$ cat src/rtl/phy_reg_free_list_pkg.sv
// Shared rename-logic sizing for the physical register free list.
// Tags below the architectural register count hold the initial mapping, so they are never free at reset.
package phy_reg_free_list_pkg;

  localparam int unsigned DEF_PHYSICAL_REG_NUM_WIDTH = 6;
  localparam int unsigned DEF_ARCH_REG_NUM_WIDTH     = 5;

  function automatic int unsigned free_list_depth(input int unsigned phy_w,
                                                  input int unsigned arch_w);
    return (32'd1 << phy_w) - (32'd1 << arch_w);
  endfunction

  function automatic int unsigned free_list_ptr_width(input int unsigned depth);
    return (depth > 1) ? $clog2(depth) : 1;
  endfunction

endpackage

$ cat src/rtl/phy_reg_free_list.sv
// Circular FIFO of free physical register tags.
// The head entry is visible combinationally; allocate and free may both happen in the same cycle.
module phy_reg_free_list
  import phy_reg_free_list_pkg::*;
#(
  parameter int unsigned PHYSICAL_REG_NUM_WIDTH = DEF_PHYSICAL_REG_NUM_WIDTH,
  parameter int unsigned ARCH_REG_NUM_WIDTH     = DEF_ARCH_REG_NUM_WIDTH
) (
  input  logic                              clk,
  input  logic                              reset,
  input  logic                              alloc_req,
  output logic                              alloc_valid,
  output logic [PHYSICAL_REG_NUM_WIDTH-1:0] alloc_preg,
  input  logic                              free_valid,
  input  logic [PHYSICAL_REG_NUM_WIDTH-1:0] free_preg,
  output logic [PHYSICAL_REG_NUM_WIDTH:0]   free_count,
  output logic                              overflow_err,
  output logic                              underflow_err
);

  localparam int unsigned NumArch = 32'd1 << ARCH_REG_NUM_WIDTH;
  localparam int unsigned Depth   = free_list_depth(PHYSICAL_REG_NUM_WIDTH, ARCH_REG_NUM_WIDTH);
  localparam int unsigned PtrW    = free_list_ptr_width(Depth);
  localparam logic [PtrW-1:0] LastIdx = PtrW'(Depth - 1);
  localparam logic [PHYSICAL_REG_NUM_WIDTH:0] DepthCnt = (PHYSICAL_REG_NUM_WIDTH + 1)'(Depth);

  logic [PHYSICAL_REG_NUM_WIDTH-1:0] entries_q [Depth];
  logic [PtrW-1:0]                   head_q, head_d;
  logic [PtrW-1:0]                   tail_q, tail_d;
  logic [PHYSICAL_REG_NUM_WIDTH:0]   count_q, count_d;
  logic                              overflow_q, underflow_q;
  logic                              do_alloc, do_free;

  assign alloc_valid   = (count_q != '0);
  assign alloc_preg    = entries_q[head_q];
  assign free_count    = count_q;
  assign overflow_err  = overflow_q;
  assign underflow_err = underflow_q;

  assign do_alloc = alloc_req && alloc_valid;
  assign do_free  = free_valid && (count_q < DepthCnt);

  always_comb begin
    head_d  = head_q;
    tail_d  = tail_q;
    count_d = count_q;
    if (do_alloc) begin
      head_d = (head_q == LastIdx) ? '0 : head_q + 1'b1;
    end
    if (do_free) begin
      tail_d = (tail_q == LastIdx) ? '0 : tail_q + 1'b1;
    end
    unique case ({do_alloc, do_free})
      2'b10:   count_d = count_q - 1'b1;
      2'b01:   count_d = count_q + 1'b1;
      default: count_d = count_q;
    endcase
  end

  always_ff @(posedge clk) begin
    if (reset) begin
      // Tags 0..NumArch-1 are the initial architectural mapping, so the list starts full above them.
      for (int unsigned i = 0; i < Depth; i++) begin
        entries_q[i] <= PHYSICAL_REG_NUM_WIDTH'(NumArch + i);
      end
      head_q      <= '0;
      tail_q      <= '0;
      count_q     <= DepthCnt;
      overflow_q  <= 1'b0;
      underflow_q <= 1'b0;
    end else begin
      if (do_free) begin
        entries_q[tail_q] <= free_preg;
      end
      head_q  <= head_d;
      tail_q  <= tail_d;
      count_q <= count_d;
      if (free_valid && !do_free) begin
        overflow_q <= 1'b1;
      end
      if (alloc_req && !alloc_valid) begin
        underflow_q <= 1'b1;
      end
    end
  end

endmodule
$ cat config.mk
export PLATFORM = sky130hd
export DESIGN_NAME = phy_reg_free_list
export DESIGN_NICKNAME = d
export VERILOG_FILES = /design/src/rtl/phy_reg_free_list_pkg.sv /design/src/rtl/phy_reg_free_list.sv
export SDC_FILE = /design/constraint.sdc
export NUM_CORES = 1
export LEC_CHECK = 0
export CORE_AREA = 5 5 221 116
export CTS_CLUSTER_DIAMETER = 100
export DETAILED_ROUTE_END_ITERATION = 10
export DIE_AREA = 0 0 226 121
export SYNTH_ARGS = -nofsm -noshare
export SYNTH_HDL_FRONTEND = slang
export SYNTH_SLANG_ARGS = --single-unit
$ cat constraint.sdc
create_clock -name clk -period 6.1 [get_ports clk]
set_input_delay 0.915 -clock clk [delete_from_list [all_inputs] [get_ports clk]]
set_output_delay 0.915 -clock clk [all_outputs]
set_load 0.02 [all_outputs]
==> results list <==
* Outcome: complete, no violations
- Dividing total power by cell area gives a power density of 322 mW/mm^2.
- Data on the critical path arrives at its endpoint at 3.52 ns.
- Each instance of the synthesized netlist takes up on average 12.3 sq um.
- The routed layout has 6866 vias.
* Layout Nets: 852
- Routability cong.: 0.817
- In the final layout, the multi-input gates occupy 0.00370 sq mm.
* Static Leakage: 3.54 nW
* Post-Route Utilization: 48.6%
- Final Hold Vio Count: 0
- The filler cells instantiated in the layout total 2104.
- Pin count of the biggest net entering global routing: 53
* Full die area: 0.0273 sq mm
- The worst hold path begins at underflow_err.
* Standard-cell row count: 40
- Excluding fillers, the count of instances in the completed layout stands at 1156.
- In this run, post-CTS repair resized a total of 0 instances.
- Die height: 121 um
* Post-synthesis cell area: 0.0103 sq mm
* Max-cap violations: 0
- Based on the critical path, the design can be clocked at up to 0.226 GHz.
- For this design, the sink count on the clock tree is 216.
- In this run the remaining antenna-violating nets after routing total 0.
- Post-placement cell count: 1119
- Worst supply voltage drop on vdd: 0.000230 V
- In this run the standard cell core region covers 0.0235 sq mm.
- At the worst endpoint, the required time is 5.18 ns.
- In the routed design, unresolved DRC markers number 0.
* Number of flops mapped to enable cells by yosys: 192
- Category of the most critical setup path: reg -> out
- At the pin with the least slew margin, the transition time is 1.03 ns.
- Number of setup buffers added after CTS: 0
- Share of post-route cells with drive strength above 1: 9.63%
- STA classifies the critical path startpoint as a flop.
- Overall routed net length: 27.4 mm
- Setup violations remaining at the end of the flow were counted as 0.
- The number of antenna violations at the first check in global routing was 0.
- Routed length per placed instance: 23.7 um
- In this run the number of H-tree levels came out at 1.
- Number of clock buffers inserted by TritonCTS: 21
- When the netlist entered floorplanning its net count stood at 867.
- Period utilisation layout: 72.6%
* Leading register cell type out of synthesis: edfxtp_1
- The worst setup path is captured at a primary output.
- Counting flops and latches in the post-synthesis netlist gives 216.
- After clock tree synthesis, the flow added hold-fix buffers numbering 0.
* Hold Crit Class: reg -> reg
- Longest individual stage delay on the worst path: 0.91 ns
- Final critical-path required period: 4.43 ns
- Cell type group with the largest total delay on the critical path: flip-flops
* Cell at the root of the clock tree: clkbuf_16
* Post-synthesis to final-layout area growth: 10.4%
- TritonCTS clock tree: yes
- Number of cells produced by synthesis: 842
- For this run, the total global-route usage over all layers was measured as 20.1%.
* Max-slew headroom at the worst pin: 31.5%
- Grt total ovfl: 0
- The pre-antenna-repair detailed-routing pass consisted of 7 iterations.
- The die is 226 um wide.
- Cells along the critical path: mux4_1, a22o_1, a221oi_1, nand3_1, clkdlybuf4s50_1
- Fin Setup TNS: 0 ns
- FF/Latch Area: 0.00625 sq mm
- The wire-length estimate of the detail-placed layout is 18.0 mm.
- Reg2reg start: free_count[6]
* Clk pin slew, worst setup/hold paths: 0.07 ns
* Post-synth cell types: 56
* Synthesis warning total: 0
- In the routed layout, each cell is associated on average with a via count of 5.94.
* Quantity of I/O buffers inserted on ports: 25
- Clk buf depth: 3
- Counting both buffers and inverters, the worst setup path holds a total of 1.
- On the final layout, the worst clock skew is 0.0101 ns.
- In this run the worst path has a maximum fanout of 28.
* Global-route wire length before repair: 41.4 mm
- Seq/Total Area, Yosys: 60.4%
* Number of top-level design ports: 26
* Max stage delay cell, worst path: dfxtp_2
* N_diodes: 0
* Worst-skew pair later-pin latency: 0.51 ns
- The final max-slew violation count was 0.
* Number of global-route vias before repair: 6414
- Initial DRC Count: 869
* RSZ-0062 raised after global routing: false
* Async set-or-reset flop fraction in the synthesized netlist: 0%
* Initial core utilization: 44.0%
-- state kept, by name, indices dropped and copies added, names as in the netlist, named ones only --
register,cells
overflow_err,1
tail_q,5
underflow_err,1
head_q,5
entries_q,192
free_count,7
-- final timing paths --
kind	depth (start not counted)	slack (ns)	to
setup / recovery	5	1.67	alloc_preg[1]
hold / removal	2	0.45	underflow_err
setup reg to reg	9	2.99	free_count[6]
hold reg to reg	2	0.45	underflow_err
-- cells in the mapped netlist (15+ instances only) --
| master | instances | share of area [%] |
|---|---|---|
| or3_1 | 33 | 2.0 |
| dfxtp_1 | 24 | 4.6 |
| nor3_1 | 41 | 2.0 |
| nand3_1 | 76 | 3.7 |
| nor2_1 | 70 | 2.5 |
| clkbuf_1 | 42 | 1.5 |
| or2_2 | 15 | 0.91 |
| a21oi_1 | 29 | 1.4 |
| mux2i_1 | 50 | 4.8 |
| nand2b_1 | 22 | 1.3 |
| buf_2 | 17 | 0.82 |
| nand2_1 | 73 | 2.7 |
| edfxtp_1 | 192 | 56 |
-- layer usage --
metal  part of all wire (%)  GRT usage [%]  vias up
met5                      0              0        -
met4                    1.3           2.87        0
met3                     10           4.93       25
met2                     37           24.9      332
met1                     51           34.7     3410
li1                       -              -     3099
-- final cells by class --
cell class                      count  area share (%)
Inverter                           14           0.460
Tap cell                          315            3.45
Clock buffer                       24            4.70
Multi-Input combinational cell    539            32.4
Timing Repair Buffer               35            2.81
Sequential cell                   216            54.8
Clock inverter                     13            1.42
-- cells by family after synthesis --
| group | share of synthesized area, % |
|---|---|
| muxes | 10.7 |
| DFF | 60.4 |
| buffers and inverters | 3.79 |
| and+or+nand+nor | 18.3 |
| xor gates and xnor gates | 0.170 |
| adders and majority gates | 1.89 |
| AOI/OAI and AO/OA | 4.67 |
-- cells in the final DEF (no fill, tap or decap), drive strengths merged, types with 4 or more instances in the layout --
cell / n
mux2i: 50
inv: 15
nor3: 41
nand4: 4
edfxtp: 192
or3: 33
a22oi: 12
clkdlybuf4s50: 24
a21oi: 29
clkinv: 8
dfxtp: 24
nand2b: 22
ha: 14
or2: 16
nand3: 76
nand2: 76
nor2: 70
a22o: 6
a221oi: 6
and2: 4
clkbuf: 24
o21ai: 6
and3: 4
mux4: 24
bufinv: 4
nor2b: 5
buf: 11
-- report_power, final --
group | total [mW] | internal (mW) | leakage, nW | switching (mW)
Combinational | 0.551 | 0.231 | 1.23 | 0.320
Sequential | 1.75 | 1.68 | 1.96 | 0.0763
Clock | 1.38 | 0.802 | 0.343 | 0.575
Total | 3.68 | 2.71 | 3.54 | 0.972
-- worst reg2reg max path, delay by kind of cell, from the launching register on --
kind                       cells  cell delay (ns)
AOI/OAI and AO/OA              3             0.78
adders and majority gates      2             0.72
and+or+nand+nor                2             0.58
DFF                            1             0.41
muxes                          1             0.33
buffers and inverters          1             0.17
-- stage by stage --
step	hold slack (ns)	setup WS [ns]	area [sq um]	power (mW)
floorplan	0.468	3.20	10300	2.14
global placement	0.433	2.24	10700	2.32
detailed placement	0.443	2.23	10700	2.33
CTS	0.456	1.63	11400	3.68
global route	0.489	1.53	11400	3.81
finish	0.453	1.67	11400	3.68
Power figures use the tool's default switching activity.
